--- src/rtl/timer_ctrl.sv ---
`default_nettype none
// ============================================================================
// Module      : timer_ctrl
// Description : CHIP-8 delay (DT) and sound (ST) timer controller. Owns both
//               8-bit timers, decrements them on each 60 Hz tick strobe,
//               arbitrates CPU loads and reads against those decrements and
//               drives the buzzer while ST is non-zero.
//
// Optional feature macro: TIMER_TONE_EN
//   defined   : buzzer is a square wave with a half-period of TONE_DIV clks
//   undefined : buzzer is a steady level (registered st_active); the tone
//               divider is not built and TONE_DIV / TONE_W are not used
//
// Parameters:
//   TONE_DIV        clk cycles per buzzer half-period (>= 1)
//   TONE_W          tone divider width, TONE_DIV < 2**TONE_W
//
// Ports:
//   clk             in   1  system clock, rising edge
//   rst_n           in   1  asynchronous reset, active low
//   timer_60hz_tick in   1  one-cycle decrement strobe
//   pause           in   1  freezes both timers; ticks seen while high are lost
//   wr_en           in   1  one-cycle write strobe
//   wr_sel          in   1  write target: 0 = DT, 1 = ST
//   wr_data         in   8  value to load
//   rd_sel          in   1  read source: 0 = DT, 1 = ST
//   rd_data         out  8  registered read data (pre-edge timer value)
//   dt_zero         out  1  DT == 0
//   st_active       out  1  ST != 0
//   buzzer          out  1  speaker drive
//
// Revision    : 1.0 - initial release
// ============================================================================
module timer_ctrl #(
    parameter int TONE_DIV = 100,
    parameter int TONE_W   = 16
) (
    input  logic       clk,
    input  logic       rst_n,
    input  logic       timer_60hz_tick,
    input  logic       pause,
    input  logic       wr_en,
    input  logic       wr_sel,
    input  logic [7:0] wr_data,
    input  logic       rd_sel,
    output logic [7:0] rd_data,
    output logic       dt_zero,
    output logic       st_active,
    output logic       buzzer
);

    // Parameter sanity check, evaluated at elaboration only.
    if ((TONE_DIV < 1) || (TONE_DIV >= (2 ** TONE_W))) begin : g_bad_tone_param
        $error("timer_ctrl: TONE_DIV must be in 1 .. 2**TONE_W-1");
    end

    // ------------------------------------------------------------------------
    // Timer registers
    // ------------------------------------------------------------------------
    logic [7:0] r_dt;
    logic [7:0] r_st;
    logic [7:0] r_rd_data;
    logic [7:0] w_dt_next;
    logic [7:0] w_st_next;
    logic       w_dec;
    logic       w_wr_dt;
    logic       w_wr_st;

    // A tick arriving while paused is simply dropped, never queued.
    assign w_dec   = timer_60hz_tick & ~pause;
    assign w_wr_dt = wr_en & ~wr_sel;
    assign w_wr_st = wr_en &  wr_sel;

    // Each timer resolves independently: a write to one never blocks the
    // decrement of the other. A write beats a decrement of the same timer,
    // and a timer at zero saturates rather than wrapping.
    always_comb begin
        w_dt_next = r_dt;
        if (w_wr_dt) begin
            w_dt_next = wr_data;
        end else if (w_dec && (r_dt != 8'd0)) begin
            w_dt_next = r_dt - 8'd1;
        end
    end

    always_comb begin
        w_st_next = r_st;
        if (w_wr_st) begin
            w_st_next = wr_data;
        end else if (w_dec && (r_st != 8'd0)) begin
            w_st_next = r_st - 8'd1;
        end
    end

    always_ff @(posedge clk or negedge rst_n) begin
        if (!rst_n) begin
            r_dt      <= 8'd0;
            r_st      <= 8'd0;
            r_rd_data <= 8'd0;
        end else begin
            r_dt      <= w_dt_next;
            r_st      <= w_st_next;
            // Sample the pre-edge value so a read in the same cycle as a
            // write returns the old contents.
            r_rd_data <= rd_sel ? r_st : r_dt;
        end
    end

    assign rd_data   = r_rd_data;
    assign dt_zero   = (r_dt == 8'd0);
    assign st_active = (r_st != 8'd0);

    // ------------------------------------------------------------------------
    // Buzzer state machine (unaffected by pause)
    // ------------------------------------------------------------------------
    typedef enum logic [0:0] {
        ST_SILENT = 1'b0,
        ST_TONE   = 1'b1
    } buz_state_t;

    buz_state_t r_state;
    buz_state_t w_state_next;
    logic       r_buzzer;
    logic       w_buzzer_next;

`ifdef TIMER_TONE_EN
    logic [TONE_W-1:0] r_tone_cnt;
    logic [TONE_W-1:0] w_tone_cnt_next;
    localparam logic [TONE_W-1:0] C_TONE_LAST = TONE_W'(TONE_DIV - 1);

    always_comb begin
        w_state_next    = r_state;
        w_buzzer_next   = 1'b0;
        w_tone_cnt_next = '0;
        case (r_state)
            ST_SILENT: begin
                if (st_active) begin
                    // First TONE cycle starts with the speaker high.
                    w_state_next  = ST_TONE;
                    w_buzzer_next = 1'b1;
                end
            end
            ST_TONE: begin
                if (!st_active) begin
                    w_state_next = ST_SILENT;
                end else if (r_tone_cnt == C_TONE_LAST) begin
                    w_buzzer_next   = ~r_buzzer;
                    w_tone_cnt_next = '0;
                end else begin
                    w_buzzer_next   = r_buzzer;
                    w_tone_cnt_next = r_tone_cnt + TONE_W'(1);
                end
            end
            default: begin
                w_state_next = ST_SILENT;
            end
        endcase
    end

    always_ff @(posedge clk or negedge rst_n) begin
        if (!rst_n) begin
            r_tone_cnt <= '0;
        end else begin
            r_tone_cnt <= w_tone_cnt_next;
        end
    end
`else
    // Without the tone divider the speaker is a steady level that follows
    // st_active one cycle late, i.e. high for the whole TONE state.
    always_comb begin
        w_state_next  = r_state;
        w_buzzer_next = 1'b0;
        case (r_state)
            ST_SILENT: begin
                if (st_active) begin
                    w_state_next  = ST_TONE;
                    w_buzzer_next = 1'b1;
                end
            end
            ST_TONE: begin
                if (!st_active) begin
                    w_state_next = ST_SILENT;
                end else begin
                    w_buzzer_next = 1'b1;
                end
            end
            default: begin
                w_state_next = ST_SILENT;
            end
        endcase
    end
`endif

    always_ff @(posedge clk or negedge rst_n) begin
        if (!rst_n) begin
            r_state  <= ST_SILENT;
            r_buzzer <= 1'b0;
        end else begin
            r_state  <= w_state_next;
            r_buzzer <= w_buzzer_next;
        end
    end

    assign buzzer = r_buzzer;

endmodule
`default_nettype wire
--- config.mk ---
export PLATFORM = sky130hd
export DESIGN_NAME = timer_ctrl
export DESIGN_NICKNAME = d
export VERILOG_FILES = /design/src/rtl/timer_ctrl.sv
export SDC_FILE = /design/constraint.sdc
export NUM_CORES = 1
export LEC_CHECK = 0
export ABC_AREA = 1
export CAP_MARGIN = 0
export CORE_ASPECT_RATIO = 0.7
export CORE_MARGIN = 3
export CORE_UTILIZATION = 56
export CTS_CLUSTER_SIZE = 24
export DETAILED_ROUTE_END_ITERATION = 8
export HOLD_SLACK_MARGIN = 0.02
export PLACE_DENSITY = 0.81
export REMOVE_ABC_BUFFERS = 1
export SETUP_SLACK_MARGIN = 0.1
export SLEW_MARGIN = 20
export SYNTH_ARGS = -nofsm -noshare
export SYNTH_HDL_FRONTEND = slang
export SYNTH_SLANG_ARGS = --single-unit
--- constraint.sdc ---
create_clock -name clk -period 2.03 [get_ports clk]
set_input_delay 0.203 -clock clk [delete_from_list [all_inputs] [get_ports clk]]
set_output_delay 0.203 -clock clk [all_outputs]
set_load 0.03 [all_outputs]
# == Word-level counts from Yosys, hierarchy flattened ==
# Index checks and enable logic that the tools add are counted.
# totals
register_bits,25
word_cells,24
input_bits,15
out_inout_bits,11
# classes
n_addsub,2
bitwise_logic,5
n_mux,6
reduce_logical,7
# ops
op,count
$mux W8,5
$reduce_bool A8 Y1,2
$sub A8 B1 Y8 const B,2
$logic_not A8 Y1,1
$reduce_bool A2 Y1,2
$and A1 B1 Y1,3
$logic_and A1 B1 Y1,2
$not A1 Y1,2
$mux W1,1

# == Longest topological paths before layout ==
# Gate-level depths: netlist (run 1).
# logic_depth
word_depth,5
depth_mapped,8
ltp_nobuf,8

# == Worst setup path after synthesis (run 1) ==
# No wires, ideal clock.
# synth_timing
kind,register to register
startpoint,reg r_dt[0]
endpoint,reg r_dt[4]
slack_ns,0.378
required_ns,1.906
stages_incl_launch_ff,8
synth_period_minus_slack_ns,1.652
path_buffers,0
arrival_time_ns,1.528
setup_ns,0.124
path_cell_list,dfrtp_1 > inv_1 > ha_1 > nand2_1 > nor2_1 > nor3_2 > nand2_1 > nand3_1
# synth_via
elab_chain_cells,3
word_cells_on_any_way,6
classes_between,add/sub (1); mux (2); reduce/logical (3)
# synth_lines
element,line,rtl
start: declaration,60,logic [7:0] r_dt;
start signal: assignment,101,r_dt <= w_dt_next;
$sub A8 B1 Y8 or $reduce_bool A8 Y1 (tied branches),"82, 81",
$mux W8 or $logic_and A1 B1 Y1 (tied branches),81,end else if (w_dec && (r_dt != 8'd0)) begin
$mux W8 or $reduce_bool A2 Y1 (tied branches),--,
# Several ways; a longest one is shown, not always the timed one. The select of a mux whose other input is x is not followed.
# A chain may end at the register's enable or synchronous reset.

# == Worst setup path after layout (run 1) ==
# layout_timing
startpoint,reg r_dt[1]
endpoint,out dt_zero
# layout_via
elab_chain_cells,1
# layout_lines
element,line,rtl
$logic_not A8 Y1,110,assign dt_zero = (r_dt == 8'd0);
end: declaration,47,"output logic dt_zero,"
# Every way passes these cells.

==> results of run 1 <==
==> sequential cells by signal, summed over array words and instances (netlist names) <==
signal / count
rd_data: 8
r_st: 8
r_dt: 8
buzzer: 1
==> what timing repair did <==
item | 4_1_cts | 5_1_grt
pin swaps | 0 | 0
buffers inserted | 0 | 0
gates resized for setup | 2 | 5
endpoints found under the setup margin | 2 | 2
hold endpoints to repair | 0 | 0
==> logic make-up after synthesis <==
kind of cell,after synthesis
xor+xnor,1
compound gates,26
simple gates,126
flops,25
fa+ha+maj,3
buf+inv,26
==> layer usage <==
metal | vias to the layer above | part of all wire, % | global-route usage (%)
met1 | 706 | 45 | 36.20
met3 | 8 | 7.8 | 7.062
met2 | 62 | 46 | 40.96
li1 | 726 | - | -
met5 | - | 0 | 0
met4 | 0 | 1.2 | 5.611
==> worst max path at each step <==
stage	startpoint	to	slack, ps	cells after the start
2_1_floorplan	r_dt[0]	r_dt[4]	380	7
3_3_place_gp	r_dt[1]	dt_zero	190	5
3_5_place_dp	r_dt[1]	dt_zero	150	5
4_1_cts	r_dt[1]	dt_zero	130	5
5_1_grt	r_dt[1]	dt_zero	170	5
6_report	r_dt[1]	dt_zero	290	5
==> layout by cell type, fill, tap and decap left out, drive strengths merged <==
master / n
nand2: 75
nand3: 27
o21ai: 26
dfrtp: 25
clkdlybuf4s50: 23
inv: 23
nor2: 19
buf: 5
clkbuf: 5
ha: 3
nor3: 2
nand4: 2
xnor2: 1
or2: 1
clkinv: 1
==> per-stage QoR <==
step,total power [mW],hold WS [ps],util [%],std cells
after floorplan,1.488,-92.59,-,204
after global placement,1.802,513.9,72.99,268
after detailed placement,1.846,513.4,72.99,268
after CTS,2.146,303.6,74.73,272
after global routing,2.319,320.4,74.53,272
final,2.156,287.6,74.53,272
==> area by class of cell <==
type,instances,share of cell area (%)
repair buffers,30,14.82
clock buffers,3,2.203
clock inverters,1,0.2670
inverters,23,4.606
flip-flops and latches,25,33.38
multi-input cells,156,42.46
well taps,34,2.270
==> worst reg2reg max path: cells and delay by family (launching register included) <==
kind	cells	cell delay [ps]
flops	1	400
simple gates	3	320
compound gates	2	290
buf+inv	2	260
fa+ha+maj	1	220
==> power groups by stage <==
stage	registers, mW	logic (mW)	clock network, mW
floorplan	0.877	0.611	0
finish	0.809	1.05	0.299
detailed placement	0.810	1.04	0
global route	0.824	1.16	0.331
global placement	0.802	1.00	0
CTS	0.802	1.04	0.305
==> results.txt, run 1 <==
grt total ovfl: 0
Seq/Total Area, Yosys: 41.19%
setup violators final: 0
CTS tree: built
RSZ-0062 raised after global routing: false
CP Capture Type: output pin
Die Span Y: 49.58 um
crit-path max FO: 4
post-place setup slack: 150.5 ps
combinational share of power: 48.6%
Req. time, crit path: 1830 ps
PortBufs: 25
Power Internal: 1.184 mW
Starting Density: 60.40%
Critical Path Start Type: flop
drt pass-1 iters: 4
pins over their slew limit: 0
Buffers & Inverters on Critical Path: 2
die area: 3383 um2
Cell Area, Placed: 1836 um2
drt drc: 0
initial DRC count: 144
synth warn: 0
worst relative slew slack: 64.63%
final WL: 3.926 mm
Synth Register Bits: 25
Synth area leaders: dfrtp_1 41%, nand2_1 18%, nand3_1 8.9%
clock buffer depth: 2
Worst-Margin Slew: 528.9 ps
Fin Setup TNS: 0 ps
Switching Power: 0.9725 mW
CTS Buf Count: 3
post-synthesis simple-gate area fraction: 37.15%
Clock Skews: 1.531 ps
Post-Syn Area: 1519 um2
most frequent cell after synthesis: nand2_1
Core ar.: 2515 um2
via count: 1,502
Hold Crit Class: in -> async
area leader, netlist: dfrtp_1
async set-or-reset flop fraction in the synthesized netlist: 100.0%
vias in the first global route: 1,484
average size of a mapped cell: 7.338 um2
post-synth top area share: 41.19%
sequential cell area: 625.6 um2
HPWL after detailed placement: 2.994 mm
Syn-to-layout area delta: 23.39%
FMAX: 0.5734 GHz
pin count of the biggest net entering global routing: 26
r2r endpoint: r_dt[1]
number of synthesized flops with an enable pin: 0
reg2reg start: r_dt[1]
CP max stage cell: dfrtp_1
share of layout cells above drive strength 1: 13.87%
Leakage: 0.9002 nW
hold_buf cts: 0
GRT Overall Usage: 26.19%
clock-pin transition on the worst setup and hold timing paths: 90 ps
worst vdd ir: 0.5505 mV
final hold violation count: 0
ANT nets after route: 0
worst path cell trace: inv_1 > ha_1 > nand2_1 > nor2_1 > clkbuf_2
Fill cells: 210
P per Cell Area: 1150 nW/um2
final critical-path share of the clock period: 85.91%
Compound-Gate Fraction of Synth Area: 12.03%
first-pass GRT wire length: 6.596 mm
# diodes: 0
Cell Rows: 15
Worst EP arrival: 1540 ps
die span in x: 68.25 um
Syn Inst Count: 207
CP peak stage delay: 400 ps
status: completed
Max Cap Viol: 0
R2R setup slack: 430 ps
Synth Area in XOR/XNOR: 0.5766%
Worst Slack Setup Final: 286.0 ps
gpl congestion: 0.9121
top cells by count, synth: 71 x nand2_1, 27 x nand3_1, 25 x dfrtp_1
adder-cell share of the synthesized area: 2.471%
via/cell ratio: 5.522
Flop pwr share: 37.5%
Root Buffer Master: clkbuf_8
power share of the clock group: 13.9%
Main synth FF type: dfrtp_1
Final Cell Area: 1874 um2
Tmin final: 1744 ps
wire per inst: 14.43 um
main combinational cell family by area after synthesis: simple AND/OR/NAND/NOR gates
area of the multi-input gates: 795.8 um2
worst setup path category: reg -> out
layout net count: 257
critical path's top delay family: flip-flops
mux cell area share after synthesis: 0%
initial antenna violation count: 0
switching share of power: 45.10%
# IOs: 26
H-tree Lvls: 1
Worst-Skew Late Latency: 270 ps
r2r worst-path depth: 8
Synth cell types: 20
clk sinks: 25
No activity file was read; power rests on OpenSTA's default activity.
==> run 2, diff against run 1 <==
Clock period 2.03 ns to 2.1 ns, I/O delays scaled along.
==> results.txt, run 2 (same netlist as run 1, synthesis figures left out) <==
share of layout cells above drive strength 1: 13.08%
Max Cap Viol: 0
P per Cell Area: 1103 nW/um2
RSZ-0062 raised after global routing: false
clock buffer depth: 2
CTS tree: built
Buffers & Inverters on Critical Path: 2
initial antenna violation count: 0
via count: 1,462
Cell Rows: 15
Worst-Margin Slew: 507.5 ps
Total Power: 2.058 mW
die span in x: 68.25 um
worst setup path category: reg -> out
Worst-Skew Late Latency: 260 ps
pin count of the biggest net entering global routing: 26
wire per inst: 14.01 um
Clock Skews: 2.499 ps
Hold Crit Class: in -> async
Syn-to-layout area delta: 22.82%
final WL: 3.798 mm
CTS Buf Count: 3
# IOs: 26
Die Span Y: 49.58 um
final hold violation count: 0
worst relative slew slack: 66.06%
Leakage: 0.8928 nW
crit-path max FO: 5
pins over their slew limit: 0
critical path's top delay family: flip-flops
HPWL after detailed placement: 2.945 mm
drt pass-1 iters: 5
# diodes: 0
CP Capture Type: output pin
layout net count: 256
hold_buf cts: 0
grt total ovfl: 0
commonest cells after routing, fill and taps aside: 71 x nand2_1, 27 x nand3_1, 25 x dfrtp_1, 23 x clkdlybuf4s50_1, 22 x inv_1
setup violators final: 0
die area: 3383 um2
final core occ: 74.18%
Req. time, crit path: 1890 ps
Worst EP arrival: 1570 ps
clock-pin transition on the worst setup and hold timing paths: 80 ps
ANT nets after route: 0
Root Buffer Master: clkbuf_8
worst path cell trace: inv_1 > ha_1 > nand2_1 > nor2_1 > clkbuf_2
initial DRC count: 127
Core ar.: 2515 um2
drt drc: 0
via/cell ratio: 5.395
Tmin final: 1779 ps
first-pass GRT wire length: 6.575 mm
vias in the first global route: 1,425
H-tree Lvls: 1
worst vdd ir: 0.6595 mV
Critical Path Start Type: flop
final critical-path share of the clock period: 84.74%
clk sinks: 25
FMAX: 0.5620 GHz
Fin Setup TNS: 0 ps
Starting Density: 60.40%
commonest non-fill, non-tap cell in the layout: nand2_1
GRT Overall Usage: 25.96%
status: completed
PortBufs: 25
CP peak stage delay: 400 ps
gpl congestion: 0.8927
CP max stage cell: dfrtp_1
run 2: path summary, 6_finish.rpt:
kind	endpoint	from	slack (ps)	cells past startpoint
max in group asynchronous	r_st[0]	rst_n	1550	2
min	r_dt[7]	rst_n	310	2
min in group clk	r_dt[4]	wr_data[4]	560	3
min reg2reg	rd_data[0]	r_st[0]	590	2
max	dt_zero	r_dt[0]	320	5
max reg2reg	r_dt[2]	r_dt[0]	450	8
run 2: metal layers:
| layer | routed length [um] | vias to the layer above | GRT usage [%] |
|---|---|---|---|
| met5 | 0 | - | 0 |
| met4 | 7 | 0 | 2.970 |
| met3 | 259 | 2 | 5.239 |
| met2 | 1705 | 53 | 40.96 |
| met1 | 1826 | 685 | 37.79 |
| li1 | - | 722 | - |
run 2: area by class of cell:
cell class                 instances  area (um2)
sequential                        25       625.6
clock buffer                       4       45.04
tap                               34       42.54
multi-input combinational        156       795.8
timing repair buffer              29       270.3
fill                             202       649.4
inverter                          23       86.33
run 2: report_power, final:
part	switching [mW]	total (mW)	internal, mW	leakage (nW)
Clock	0.145	0.281	0.136	0.0228
Sequential	0.155	0.783	0.628	0.308
Combinational	0.617	0.994	0.377	0.562
Total	0.918	2.06	1.14	0.893
run 2: repair_timing:
action / in CTS / in global routing
endpoints found under the hold margin: 0 / 0
pin swaps: 0 / 0
gates resized for setup: 2 / 5
setup endpoints to repair: 2 / 2
setup buffers: 0 / 0
run 2: worst register-to-register path, stage by stage, from the launching register on:
cell and delay [ps]:
dfrtp_1 400, inv_1 140, ha_1 230, nand2_1 90, buf_4 150, o21ai_4 220, nand2_4 140, nand2_1 110
o21ai_2 50
run 2: per-stage QoR:
stage	setup slack [ps]	instance area (um2)	cells	hold WS [ps]
final	320.5	1866	271	307.5
after global routing	212.7	1866	271	324.2
after detailed placement	186.2	1828	267	531.6
after CTS	162.5	1871	271	317.0
after global placement	207.1	1828	267	531.8
after floorplan	447.7	1505	204	-85.59
==> run 3, diff against run 2 <==
Settings changed: CORE_UTILIZATION 56 to 47, PLACE_DENSITY 0.81 to 0.72.
Clock period 2.1 ns to 1.6 ns, I/O delays scaled along.
==> results.txt, run 3 (same netlist as run 1, synthesis figures left out) <==
initial antenna violation count: 0
gpl congestion: 0.8663
CP peak stage delay: 680 ps
pins over their slew limit: 0
share of layout cells above drive strength 1: 24.19%
status: completed
layout net count: 267
crit-path max FO: 1
final hold violation count: 0
HPWL after detailed placement: 2.898 mm
worst vdd ir: 0.7651 mV
CTS tree: built
Worst Setup SP: rd_data[2]
Worst EP arrival: 1310 ps
Req. time, crit path: 1440 ps
Buffers & Inverters on Critical Path: 1
worst path cell trace: clkdlybuf4s50_1
clock-pin transition on the worst setup and hold timing paths: 90 ps
Max Cap Viol: 0
Top Layer Used: met4
Tmin final: 1474 ps
clock buffer depth: 2
Die Span Y: 53.57 um
CTS Buf Count: 3
drt drc: 0
clk sinks: 25
P per Cell Area: 1464 nW/um2
grt total ovfl: 0
Root Buffer Master: clkbuf_8
# diodes: 0
DR WL met3: 228 um
CP max stage cell: clkdlybuf4s50_1
Leakage: 0.9651 nW
WL met1: 1.904 mm
RSZ-0062 raised after global routing: true
hold_buf cts: 0
die span in x: 73.95 um
Syn-to-layout area delta: 34.60%
worst relative slew slack: 67.58%
Clock Skews: 3.407 ps
drt pass-1 iters: 4
PortBufs: 25
Starting Density: 51.62%
GRT Overall Usage: 22.17%
final core occ: 69.47%
via/cell ratio: 5.310
H-tree Lvls: 1
final WL: 3.969 mm
Cell Rows: 16
commonest cells after routing, fill and taps aside: 68 x nand2_1, 27 x nand3_1, 23 x clkdlybuf4s50_1, 21 x dfrtp_1, 19 x inv_1
via count: 1,508
CP Capture Type: output pin
worst setup path category: reg -> out
r2r worst-path depth: 6
initial DRC count: 113
commonest non-fill, non-tap cell in the layout: nand2_1
WL met2: 1.797 mm
Final Cell Area: 2044 um2
Worst-Skew Late Latency: 270 ps
Hold Crit Class: in -> async
critical path's top delay family: buffers and inverters
Cell Area, Placed: 1863 um2
Crit. path cell count: 1
FMAX: 0.6785 GHz
ANT nets after route: 0
die area: 3961 um2
setup violators final: 0
# IOs: 26
r2r endpoint: r_dt[1]
vias in the first global route: 1,443
final critical-path share of the clock period: 92.12%
Total Power: 2.994 mW
wire per inst: 13.98 um
Critical Path Start Type: flop
R2R setup slack: 220 ps
Core ar.: 2943 um2
Worst-Margin Slew: 484.8 ps
pin count of the biggest net entering global routing: 26
first-pass GRT wire length: 6.665 mm
crit path to: rd_data[2]
reg2reg start: r_dt[5]
run 3: metal layers:
layer	track usage (%)	vias up
met5	0	-
met4	3.916	0
met3	4.664	4
met2	36.03	46
met1	31.07	715
li1	-	743
run 3: metrics by stage:
| stage | setup TNS, ps | worst slack (ps) | instances | hold slack, ps |
|---|---|---|---|---|
| floorplan | -157.0 | -52.34 | 204 | -135.6 |
| global placement | 0 | 130.3 | 274 | 488.9 |
| detailed placement | 0 | 114.5 | 274 | 519.0 |
| CTS | 0 | 90.51 | 283 | 257.0 |
| finish | 0 | 126.1 | 284 | 238.8 |
| global route | 0 | 61.11 | 284 | 271.0 |
run 3: what timing repair did:
item | 4_1_cts | 5_1_grt
gates resized for setup | 12 | 16
buffers inserted | 5 | 1
pin swaps | 2 | 2
setup endpoints to repair | 2 | 10
run 3: layout make-up:
type                    count  area, um2
well taps                  36      45.04
multi-input cells         156      870.8
inverters                  23      86.33
clock inverters             1      5.005
repair buffers             40      365.4
clock buffers               3      41.29
fillers                   237      898.4
flip-flops and latches     25      630.6
run 3: worst register-to-register path: stages (launching register included):
cell and delay (ps):
dfrtp_1 460, nor2_4 170, nand2_2 100, o21ai_4 250, nand2_4 140, nand2_1 110, o21ai_2 60
run 3: power breakdown:
part	internal (mW)	switching, mW	leakage (nW)	total (mW)
clock network	0.174	0.215	0.0255	0.389
logic	0.656	0.913	0.637	1.57
registers	0.832	0.204	0.303	1.04
total	1.66	1.33	0.965	2.99
run 3: how the worst min path moves through the flow:
| stage | start | end | slack, ps | cells after the start |
|---|---|---|---|---|
| 2_1_floorplan | rst_n | buzzer | -140 | 0 |
| 3_3_place_gp | r_st[0] | rd_data[0] | 490 | 2 |
| 3_5_place_dp | r_st[0] | rd_data[0] | 520 | 2 |
| 4_1_cts | rst_n | r_dt[4] | 260 | 2 |
| 5_1_grt | rst_n | r_dt[4] | 270 | 2 |
| 6_report | rst_n | r_dt[7] | 240 | 2 |
